--- config.mk ---
export PLATFORM = sky130hd
export DESIGN_NAME = instr_fetch_stage
export DESIGN_NICKNAME = d
export VERILOG_FILES = /design/src/rtl/instr_fetch_stage.sv
export SDC_FILE = /design/constraint.sdc
export NUM_CORES = 1
export LEC_CHECK = 0
export CELL_PAD_IN_SITES_DETAIL_PLACEMENT = 1
export CELL_PAD_IN_SITES_GLOBAL_PLACEMENT = 1
export CORE_MARGIN = 3
export CORE_UTILIZATION = 30
export CTS_BUF_LIST = sky130_fd_sc_hd__clkbuf_4 sky130_fd_sc_hd__clkbuf_8
export CTS_CLUSTER_DIAMETER = 100
export DETAILED_ROUTE_END_ITERATION = 10
export GPL_TIMING_DRIVEN = 0
export PLACE_DENSITY = 0.71
export SETUP_SLACK_MARGIN = 0.05
export SLEW_MARGIN = 20
export SYNTH_ARGS = -nofsm -noshare
export SYNTH_HDL_FRONTEND = slang
export SYNTH_SLANG_ARGS = --single-unit
--- constraint.sdc ---
create_clock -name CLK -period 2.03 [get_ports CLK]
set_input_delay 0.406 -clock CLK [delete_from_list [all_inputs] [get_ports CLK]]
set_output_delay 0.406 -clock CLK [all_outputs]
set_load 0.01 [all_outputs]
--- src/rtl/instr_fetch_stage.sv ---
// rtl/instr_fetch_stage.sv - instruction fetch stage: PC, memory fetch handshake, instruction register
//
// Owns the program counter and fetches one 16-bit instruction word at a time
// from instruction memory over a request/valid handshake. The fetched word is
// held in the instruction register until the control unit consumes it with
// IRWrite. The PC advances or redirects only on that consume.
//
// Ports:
//   CLK            system clock, rising-edge active
//   reset          asynchronous active-low reset
//   memReq         fetch request, high while waiting for memValid
//   memAddr        fetch address, always equal to pc
//   memRdata       instruction word from memory, qualified by memValid
//   memValid       memory response strobe, only honoured while fetching
//   IRWrite        control unit consumes the held instruction
//   PCWriteEnable  control unit requests a PC redirect
//   PCSource       redirect select, 1 = branchTarget
//   branchTarget   redirect address
//   cmpWrite       load compare flags
//   cmpFlags       compare result from the ALU
//   instrValid     instruction register holds an unconsumed instruction
//   instr          instruction register
//   op             opcode field instr[15:12]
//   cmpRst         registered compare result
//   pc             address of the held or in-flight instruction

module instr_fetch_stage #(
    parameter logic [15:0] RESET_PC = 16'h0000
) (
    input  logic        CLK,
    input  logic        reset,
    output logic        memReq,
    output logic [15:0] memAddr,
    input  logic [15:0] memRdata,
    input  logic        memValid,
    input  logic        IRWrite,
    input  logic        PCWriteEnable,
    input  logic        PCSource,
    input  logic [15:0] branchTarget,
    input  logic        cmpWrite,
    input  logic [1:0]  cmpFlags,
    output logic        instrValid,
    output logic [15:0] instr,
    output logic [3:0]  op,
    output logic [1:0]  cmpRst,
    output logic [15:0] pc
);

    typedef enum logic [1:0] {
        IDLE  = 2'd0,
        FETCH = 2'd1,
        HOLD  = 2'd2
    } state_t;

    state_t      state_q,         state_d;
    logic [15:0] pc_q,            pc_d;
    logic [15:0] instr_q,         instr_d;
    logic        instr_valid_q,   instr_valid_d;
    logic [1:0]  cmp_rst_q,       cmp_rst_d;
    logic        redir_pending_q, redir_pending_d;
    logic [15:0] redir_addr_q,    redir_addr_d;
    logic        mem_req_q,       mem_req_d;

    logic redirect;
    logic consume;

    assign redirect = PCWriteEnable && PCSource;
    // IRWrite only means something while an instruction is held.
    assign consume  = IRWrite && (state_q == HOLD);

    always_comb begin
        state_d         = state_q;
        pc_d            = pc_q;
        instr_d         = instr_q;
        instr_valid_d   = instr_valid_q;
        cmp_rst_d       = cmp_rst_q;
        redir_pending_d = redir_pending_q;
        redir_addr_d    = redir_addr_q;

        case (state_q)
            IDLE: begin
                state_d = FETCH;
            end
            FETCH: begin
                if (memValid) begin
                    instr_d       = memRdata;
                    instr_valid_d = 1'b1;
                    state_d       = HOLD;
                end
            end
            HOLD: begin
                if (consume) begin
                    instr_valid_d   = 1'b0;
                    state_d         = FETCH;
                    redir_pending_d = 1'b0;
                    // A same-cycle redirect beats a remembered one.
                    if (redirect) begin
                        pc_d = branchTarget;
                    end else if (redir_pending_q) begin
                        pc_d = redir_addr_q;
                    end else begin
                        pc_d = pc_q + 16'd1;
                    end
                end
            end
            default: begin
                state_d = IDLE;
            end
        endcase

        // Redirects arriving between consumes are remembered, latest wins;
        // the in-flight fetch is allowed to complete.
        if (redirect && !consume) begin
            redir_pending_d = 1'b1;
            redir_addr_d    = branchTarget;
        end

        if (cmpWrite) begin
            cmp_rst_d = cmpFlags;
        end

        // Request is registered so it is glitch-free and drops at once on reset.
        mem_req_d = (state_d == FETCH);
    end

    always_ff @(posedge CLK or negedge reset) begin
        if (!reset) begin
            state_q         <= IDLE;
            pc_q            <= RESET_PC;
            instr_q         <= 16'h0000;
            instr_valid_q   <= 1'b0;
            cmp_rst_q       <= 2'b00;
            redir_pending_q <= 1'b0;
            redir_addr_q    <= 16'h0000;
            mem_req_q       <= 1'b0;
        end else begin
            state_q         <= state_d;
            pc_q            <= pc_d;
            instr_q         <= instr_d;
            instr_valid_q   <= instr_valid_d;
            cmp_rst_q       <= cmp_rst_d;
            redir_pending_q <= redir_pending_d;
            redir_addr_q    <= redir_addr_d;
            mem_req_q       <= mem_req_d;
        end
    end

    assign memReq     = mem_req_q;
    assign memAddr    = pc_q;
    assign pc         = pc_q;
    assign instr      = instr_q;
    assign op         = instr_q[15:12];
    assign instrValid = instr_valid_q;
    assign cmpRst     = cmp_rst_q;

endmodule

## Word-level counts from Yosys, hierarchy flattened

Index checks and enable logic that the tools add are counted.

| storage, ports and cells | value |
|---|---|
| latch bits | 0 |
| flip-flop bits (word level) | 55 |
| output and inout bits | 56 |
| memories | 0 |
| memory bits (writable) | 0 |
| bits of input ports | 41 |
| word-level logic and storage cells | 36 |
| ROM bits | 0 |

| cells by class | value |
|---|---|
| add/subtract/negate cells | 1 |
| shift operators | 0 |
| reduce and logical (&&, ||, !) cells | 12 |
| magnitude comparators | 0 |
| eq/ne operators | 5 |
| muxes and demuxes | 10 |
| multiply operators | 0 |
| div/mod/pow operators | 0 |
| bitwise logic cells | 0 |

Operators with widths:

| cell | number |
|---|---|
| two-way mux 16 bit | 2 |
| adder 16 x 1 -> 16 bit (second input constant) | 1 |
| case mux 2 bit (3 select lines) | 1 |
| AND reduction 2 bit | 3 |
| nonzero test 2 bit | 3 |
| equality test 2 x 1 -> 1 bit (second input constant) | 2 |
| two-way mux 1 bit | 4 |
| two-way mux 2 bit | 2 |
| != test 2 bit (second input constant) | 2 |
| logical AND 1 bit | 3 |
| AND reduction 3 bit | 1 |
| equality test 2 bit (second input constant) | 1 |
| zero test 2 bit | 1 |
| case mux 1 bit (2 select lines) | 1 |
| zero test 1 bit | 1 |

## Depth between registers and ports, before layout

Gate-level depths: netlist (run 1).

| logic depth | value |
|---|---|
| depth after elaboration | 6 |
| depth in mapped cells | 6 |
| depth with buffers taken out | 5 |

## Worst setup path after synthesis (run 1)

Ideal clock, no wire load.

| timing path | value |
|---|---|
| kind | register to register |
| start | register pc_q[0], in the netlist memAddr[0] |
| end | register pc_q[12], in the netlist memAddr[12] |
| slack | 0.314 ns |
| required time | 1.900 ns |
| cell stages (with the launch flop) | 6 |
| arrival | 1.585 ns |
| buffers on the path | 0 |
| library setup time | 0.130 ns |
| period minus slack after synthesis | 1.716 ns |
| cell sequence | dfrtp_1 > ha_1 > nand3_2 > or2_2 > o41ai_1 > a21oi_1 |

| between the ends | value |
|---|---|
| word-level cells in the longest chain between the ends | 3 |

RTL lines:

| item | line | text |
|---|---|---|
| from (decl) | 56 | `logic [15:0] pc_q, pc_d;` |
| from (signal assigned) | 138 | `pc_q <= pc_d;` |
| adder 16 x 1 -> 16 bit | 102 | `pc_d = pc_q + 16'd1;` |
| two-way mux 16 bit | 99 | `end else if (redir_pending_q) begin` |
| two-way mux 16 bit | 97 | `if (redirect) begin` |

No other way between the ends.
A chain may end at the register's enable or synchronous reset.

## Worst setup path after layout (run 1)

| timing path | value |
|---|---|
| start | register pc_q[9], in the netlist memAddr[9] |
| end | output port pc[9] |

RTL lines:

| item | line | text |
|---|---|---|
| to (decl) | 46 | `output logic [15:0] pc` |

No word-level cell between the ends.

==> results of run 1 <==
## worst min path at each step
stage	start	end	cells past startpoint
2_1_floorplan	reset	cmpRst[0]	0
3_3_place_gp	redir_addr_q[7]	redir_addr_q[7]	1
3_5_place_dp	reset	redir_addr_q[1]	1
4_1_cts	reset	redir_addr_q[1]	2
5_1_grt	reset	memAddr[1]	2
6_report	reset	redir_addr_q[1]	2
## sequential cells by signal, indices dropped and copies added (netlist names)
name / cells
memReq: 1
redir_pending_q: 1
redir_addr_q: 16
instrValid: 1
memAddr: 16
instr: 16
cmpRst: 2
state_q: 2
## cells in the final DEF, fill, tap and decap left out, drive strengths merged, types with 3 or more instances in the layout
master         instances
nand3                  5
o211ai                 3
inv                    8
buf                   31
mux2                  32
clkdlybuf4s50         95
nand2                 14
clkbuf                11
nor2                   7
nor3                   3
dfrtp                 55
xnor2                  3
a2bb2oi                3
a21oi                 26
mux2i                  4
nand4                  3
and3                   6
a31oi                  4
or3                    4
o21ai                 17
nand2b                 5
or4                    5
o31ai                  5
## power by group through the flow
stage	sequential [mW]	clock [mW]	combinational, mW
CTS	1.99	0.659	2.96
finish	1.99	0.629	2.92
detailed placement	2.01	0	2.94
global route	2.07	0.705	3.17
global placement	1.98	0	2.87
floorplan	2.06	0	1.34
## worst register-to-register path, stage by stage (launching register included)
cell     delay [ns]
dfrtp_1        0.49
nand4_1        0.25
buf_2          0.25
or2_2          0.34
o41ai_1        0.32
a21oi_1        0.13
## routing by layer
layer	part of all wire [%]	wire length (um)
met5	0	0
met4	1.6	138
met3	5.5	468
met2	51	4306
met1	42	3574
## timing repair
item                                    CTS  global route
hold endpoints to repair                  2             0
hold buffers                              1             0
resized for setup                         0             7
pin swaps                                 1             0
endpoints found under the setup margin    6            11
setup buffers                             1             0
## through the flow
step                utilization, %  setup TNS [ns]  instances
floorplan                        -               0        266
finish                       45.62               0        498
global placement             44.12          -79.21        488
detailed placement           44.40          -6.568        489
CTS                          45.58               0        499
global route                 45.62               0        498
## logic make-up after synthesis
kind of cell | after synthesis | share of synthesized area [%]
AOI/OAI and AO/OA | 71 | 15.37
xor gates and xnor gates | 3 | 0.9249
adders and majority gates | 1 | 0.4403
buffers and inverters | 41 | 8.410
DFF | 55 | 48.44
muxes | 36 | 14.09
and+or+nand+nor | 59 | 12.33
## cell type report
class / count / area, um^2 / share of cell area (%)
Clock buffer: 7 / 83.83 / 2.047
Tap cell: 126 / 157.7 / 3.850
Buffer: 32 / 207.7 / 5.072
Sequential cell: 55 / 1381 / 33.73
Clock inverter: 1 / 5.005 / 0.1222
Multi-Input combinational cell: 170 / 1226 / 29.94
Inverter: 8 / 30.03 / 0.7333
Timing Repair Buffer: 99 / 1003 / 24.50
==> results_dict.tcl, run 1 <==
set metrics [dict create \
    setup_viol 0 \
    cts_root_buf "clkbuf_8" \
    clock_sinks 55 \
    synth_edf_count 0 \
    drc 0 \
    seqPwrFrac_pct 36.0 \
    rsz0062_at_grt "no" \
    p_sw_share_pct 35.80 \
    initial_core_util_pct 31.66 \
    grt_busiest_layer "met2" \
    fin_hold_ws_ns 0.4547 \
    clockBufferDepth 2 \
    synth_most_common_cell "dfrtp_1" \
    fin_skew_ns 0.009794 \
    grt_pass1_vias 2697 \
    slew_violations 0 \
    worstPathCellList "buf_4, clkdlybuf4s50_1" \
    max_slew_margin_pct 57.88 \
    final_cell_area_mm2 0.004095 \
    min_period_ns 1.904 \
    yosys-top-cells-area "dfrtp_1, mux2_2, buf_4" \
    drive_above_1_share_pct 22.58 \
    synthTopCellsByCount "dfrtp_1, mux2_2, a21oi_1" \
    ys_ff_latch 55 \
    intPower_mw 3.553 \
    ys.flop_type "dfrtp_1" \
    synth-warning-count 0 \
    grt_util_met1_pct 20.27 \
    h-tree-depth 2 \
    fin_ws_ns 0.1260 \
    syn_area_mm2 0.002841 \
    worst_setup_path_start_kind "register" \
    yosysSeqAreaShare_pct 48.44 \
    total_power_mw 5.535 \
    crit_type "register to output pin" \
    status "complete, no violations" \
    worstMarginPinSlew_ns 0.6318 \
    path_max_fanout 6 \
    ys_types 46 \
    critPathCaptureType "output pin" \
    grt.met2_usage_pct 29.11 \
    maxCapViolCount 0 \
    worstPathRequired_ns 1.62 \
    setup.worst_path.end "pc[9]" \
    dp_slack_ns -0.3752 \
    die_y_um 103.3 \
    crit_cells 2 \
    power_leakage_nw 1.698 \
    via_per_inst 4.996 \
    num_vias 2488 \
    hold_viol 0 \
    irDropWorstVdd_mv 0.5526 \
    cp.arrival_ns 1.50 \
    ant_nets 0 \
    netlist.area_leader.share_pct 48.44 \
    detailed_place_hpwl_um 6156 \
    die_w_um 103.3 \
    cpPeakStageDelay_ns 0.55 \
    syn_to_final_growth_pct 44.12 \
    critical-path-top-delay-family "buffers and inverters" \
    min_path_type "primary input to asynchronous set/reset pin" \
    ff2ff_setup_slack_ns 0.15 \
    switching_power_mw 1.982 \
    critPathLaunch "memAddr[9]" \
    insertedDiodeCount 0 \
    antenna_found_initial 0 \
    numCtsBuffers 5 \
    num-fill-cells 1006 \
    io_buffers 96 \
    power_density_mw_per_mm2 1352 \
    wirelength_um 8487 \
    clk_pin_slew_worst_paths_ns 0.10 \
    drtIter0Drc 77 \
    yosys.area.top_type "dfrtp_1" \
    clockPowerShare_pct 11.4 \
    synth_cells 266 \
    worst-path-buf-inv 2 \
    ff2ff_path_depth 5 \
    grt_pass1_wl_um 13770 \
    dpl_cell_area_mm2 0.003985 \
    r2r-start "memAddr[5]" \
    slowest_stage "clkdlybuf4s50_1" \
    wl_per_cell_um 17.04 \
    insertion_delay_ns 0.31 \
    rows 34 \
    postSynthAreaPerCell_um2 10.68 \
    grt_overflow 0 \
    syn_nets 308 \
    place.gp.congestion 0.8258 \
    grtUsageMet3_pct 3.219 \
    min_period_over_period_pct 93.79 \
    cts_tree "done" \
    final_nets 413 \
    grt_use_total_pct 16.62 \
    ios 97 \
    coreArea_mm2 0.008976 \
    synthArstFlopShare_pct 100.0 \
    timing.rr.end "memAddr[12]" \
    p_comb_share_pct 52.7 \
    dieArea_mm2 0.01068 \
    fmax_mhz 525.2 \
    grt_max_degree 54 \
    dr.pass1.iters 4 \
]
No activity file was read; power rests on OpenSTA's default activity.
==> run 2, diff against run 1 <==
Settings changed: GPL_TIMING_DRIVEN 0 to 1, HOLD_SLACK_MARGIN set to 0.06, SKIP_LAST_GASP set to 1.
==> run 2 against run 1 <==
  * Combinational power is essentially flat
  * Maximum frequency grew 2.6%
  * Clock skew rose by 0.0032 ns
  * Non-clock buffer count is 7 lower
  * Global-route usage is 0.78 points lower
  * Critical endpoint is now pc[2]
  * Largest power group unchanged
==> results_dict.tcl, run 2 (synthesis results as in run 1) <==
set metrics [dict create \
    ios 97 \
    maxCapViolCount 0 \
    grt_use_total_pct 15.84 \
    fmax_mhz 539.0 \
    status "complete, no violations" \
    timing.rr.end "memAddr[6]" \
    fin_cells 491 \
    syn_to_final_growth_pct 43.64 \
    layout_common_cells "clkdlybuf4s50_1, dfrtp_1, mux2_2" \
    irDropWorstVdd_mv 0.4990 \
    insertedDiodeCount 0 \
    via_per_inst 5.010 \
    rsz0062_at_grt "no" \
    fin_skew_ns 0.01295 \
    grt_max_degree 38 \
    grt_overflow 0 \
    rows 34 \
    power_leakage_nw 1.693 \
    die_w_um 103.3 \
    ff2ff_setup_slack_ns 0.26 \
    drc 0 \
    min-delay-start "redir_addr_q[8]" \
    drive_above_1_share_pct 21.37 \
    io_buffers 96 \
    worstMarginPinSlew_ns 0.4804 \
    r2r-start "memAddr[0]" \
    power_density_mw_per_mm2 1330 \
    dp_cells 482 \
    hold_viol 0 \
    grt_pass1_wl_um 13040 \
    slew_violations 0 \
    critPathCaptureType "output pin" \
    cts_root_buf "clkbuf_8" \
    clockBufferDepth 2 \
    detailed_place_hpwl_um 6147 \
    setup_viol 0 \
    numCtsBuffers 5 \
    clock_sinks 55 \
    num_vias 2460 \
    grt_pass1_vias 2562 \
    crit_type "register to output pin" \
    worst_setup_path_start_kind "register" \
    max_slew_margin_pct 67.97 \
    ant_nets 0 \
    layout_commonest_cell "clkdlybuf4s50_1" \
    clk_pin_slew_worst_paths_ns 0.10 \
    h-tree-depth 2 \
    min_period_ns 1.855 \
    min_to "redir_addr_q[8]" \
    antenna_found_initial 0 \
    min_path_type "register to register" \
    cp.arrival_ns 1.45 \
    wirelength_um 8246 \
    die_y_um 103.3 \
    finalSetupTns_ns 0 \
    dr.pass1.iters 4 \
    drtIter0Drc 84 \
    ff2ff_path_depth 6 \
    coreArea_mm2 0.008976 \
    insertion_delay_ns 0.31 \
    wl_per_cell_um 16.79 \
    initial_core_util_pct 31.66 \
    path_max_fanout 5 \
    worstPathRequired_ns 1.62 \
    final_nets 406 \
    dieArea_mm2 0.01068 \
    place.gp.congestion 0.8116 \
    min_period_over_period_pct 91.40 \
    hold_depth 1 \
    cts_tree "done" \
]
run 2: changes by cell type in the layout (fill, tap and decap cells not counted), sizes merged:
cell    delta
buf        -3
clkinv     +2
clkbuf     -6
run 2: critical path, cell delays in order (launching register included):
cell,delay (ns)
dfrtp_2,0.45
buf_4,0.15
clkdlybuf4s50_1,0.54
run 2: power breakdown:
part	switching, mW	internal (mW)	total [mW]
sequential	0.356	1.53	1.89
clock	0.374	0.238	0.612
combinational	1.24	1.69	2.93
run 2: area by class of cell:
cell class                 count  area, um^2
tap                          126       157.7
sequential                    55        1378
clock inverter                 3       15.01
clock buffer                   5       68.82
fill                        1012        4895
inverter                       8       30.03
timing repair buffer         124        1206
multi-input combinational    170        1226
run 2: worst max path at each step:
stage                  start           to  slack, ns
2_1_floorplan     memAddr[0]  memAddr[12]       0.31
3_3_place_gp   PCWriteEnable  memAddr[10]       0.16
3_5_place_dp        PCSource  memAddr[15]       0.11
4_1_cts           memAddr[2]        pc[2]       0.07
5_1_grt           memAddr[2]        pc[2]       0.12
6_report          memAddr[2]        pc[2]       0.17
run 2: layer usage:
layer | part of all wire (%) | up-vias | GRT usage (%)
li1 | - | 1141 | -
met1 | 43 | 1235 | 20.25
met2 | 51 | 77 | 27.43
met3 | 5.1 | 7 | 2.683
met4 | 1.0 | 0 | 4.781
met5 | 0 | - | 0
run 2: what timing repair did:
item | CTS | global route
buffers inserted | 0 | 0
hold endpoints to repair | 18 | 0
resized for setup | 0 | 1
endpoints found under the setup margin | 0 | 1
hold buffers | 1 | 0
run 2: per-stage QoR:
| stage | setup slack [ns] | power [mW] | utilization [%] | hold WS [ns] | area [um^2] |
|---|---|---|---|---|---|
| floorplan | 0.3143 | 3.403 | - | 0.1104 | 2841 |
| global placement | 0.1568 | 4.776 | 44.41 | 0.3939 | 3986 |
| detailed placement | 0.1088 | 4.877 | 44.41 | 0.3946 | 3986 |
| CTS | 0.06663 | 5.514 | 45.46 | 0.5158 | 4080 |
| global route | 0.1155 | 5.830 | 45.47 | 0.5296 | 4081 |
| finish | 0.1746 | 5.427 | 45.47 | 0.5123 | 4081 |
==> RTL change (config.mk and constraints of run 2) <==
Take the reset off `redir_addr_q` and load it in a clocked block of its own.
--- a/src/rtl/instr_fetch_stage.sv
+++ b/src/rtl/instr_fetch_stage.sv
@@ -131,7 +131,6 @@
             instr_valid_q   <= 1'b0;
             cmp_rst_q       <= 2'b00;
             redir_pending_q <= 1'b0;
-            redir_addr_q    <= 16'h0000;
             mem_req_q       <= 1'b0;
         end else begin
             state_q         <= state_d;
@@ -140,9 +139,12 @@
             instr_valid_q   <= instr_valid_d;
             cmp_rst_q       <= cmp_rst_d;
             redir_pending_q <= redir_pending_d;
-            redir_addr_q    <= redir_addr_d;
             mem_req_q       <= mem_req_d;
         end
+    end
+
+    always_ff @(posedge CLK) begin
+        redir_addr_q <= redir_addr_d;
     end
 
     assign memReq     = mem_req_q;
Function: same outputs for any inputs over 10 cycles, from zero or initial values and one cycle with reset low; that may be too few to reach the edited logic, so the function may still have changed.
==> RTL change against run 2 <==
  * Combinational power is 15% lower
  * Wire length is 7.1% lower
  * Synthesized area is 3.3% lower
  * Sequential cell count unchanged
  * Count of clock-buffer cells in the layout grew 1
  * Non-clock buffer count shrank 11
  * Critical path depth is 1 lower
  * Cell count shrank 9.8%
  * Clock power up 10%
  * Clock skew fell by 0.0096 ns
  * Setup slack lost 0.011 ns
  * Final area shrank 5.1%
  * Global-route usage is 0.48 points lower
  * Power down 5.7%
  * Critical path type unchanged
==> RTL change: results (changes against run 2) <==
metric,value,unit,change
outcome,"complete, no violations",,
p_int,3.254,mW,-6.0%
grt_max_degree,40,,+5.3%
reg2reg_from,memAddr[4],,
ys_top_cells_by_area,"dfrtp_1 36%, edfxtp_1 17%, buf_4 5.7%",,
slowest_delay,0.60,ns,+0.06 ns
slew_headroom,64.82,%,-3.2 points
syn-num-nets,287,,-6.8%
fin_worst_skew,0.003302,ns,-0.009649 ns
grt_pass1_wl,12.37,mm,-5.1%
drt_iter0_drc,141,,+68%
p_leak,1.558,nW,-8.0%
grt_pass1_vias,2415,,-5.7%
grt_use_total,15.36,%,-0.48 points
yosysUniqueCellTypes,53,,+15%
reg2reg_to,memAddr[11],,
gp_congestion,0.8026,,-1.1%
routed_via_density,5.081,,+1.4%
dr_wl_met3,663,µm,+57%
comb_power,2.49,mW,-15%
peakVddDrop,0.0006125,V,+23%
slowest_stage,clkdlybuf4s50_1,,
yosys-top-cells-count,"39 x dfrtp_1, 21 x buf_4, 18 x a21oi_1",,
overflow,0,,unchanged
post-dp-hpwl,5.644,mm,-8.2%
critPathArrivalTime,1.46,ns,
r2r_cells,4,,-2
path_max_fanout,7,,+2
ys.flop_type,dfrtp_1,,
seq_power_share,38.2,%,+3.4 points
fill_cells,967,,-4.4%
hold_path.class,in -> async,,
drt-met1-wl,3.359,mm,-4.7%
synthArstFlopShare,70.91,%,-29 points
final_net_count,376,,-7.4%
dr_wl_met2,3.576,mm,-15%
synth_edf_count,16,,+16
[RTL change: cell count changes after synthesis, sizes merged, moves of 5 or more]
| cell | run 2 | this run |
|---|---|---|
| mux2 | 32 | 18 |
| edfxtp | 0 | 16 |
| a21oi | 26 | 18 |
| dfrtp | 55 | 39 |
| or4 | 5 | 0 |
[RTL change: cell type report]
cell class                      count  area share (%)
Multi-Input combinational cell    152           27.37
Clock buffer                        6           2.132
Sequential cell                    55           37.61
Timing Repair Buffer              113           28.30
Tap cell                          108           3.490
Clock inverter                      2          0.4200
Inverter                            7          0.6785
[RTL change: worst max path at each step]
stage	end	slack [ns]
finish	memAddr[2]	0.16
global route	memAddr[2]	0.09
CTS	memAddr[2]	0.15
detailed placement	memAddr[9]	-0.02
global placement	memAddr[9]	0.04
floorplan	redir_addr_q[0]	0.29
[RTL change: cells by family after synthesis]
kind of cell               after synthesis  synth area share (%)
buffers and inverters                   38                 8.557
DFF                                     55                 52.98
AOI/OAI and AO/OA                       69                 16.02
adders and majority gates                1                0.4551
muxes                                   22                 8.830
xor gates and xnor gates                 3                0.9560
and+or+nand+nor                         57                 12.20
[RTL change: per-layer routing]
metal / vias up / GRT usage, %
met2: 83 / 24.85
met4: 0 / 2.761
li1: 1065 / -
met5: - / 0
met3: 5 / 6.336
met1: 1098 / 19.58
[RTL change: per-stage QoR]
step / total power, mW / TNS, ns / area (µm²) / cells / util (%)
floorplan: 3.242 / 0 / 2751 / 245 / -
global placement: 4.431 / 0 / 3774 / 435 / 42.85
detailed placement: 4.496 / -0.05178 / 3774 / 435 / 42.85
CTS: 5.185 / 0 / 3872 / 443 / 43.98
global route: 5.487 / 0 / 3872 / 443 / 43.98
finish: 5.117 / 0 / 3872 / 443 / 43.98
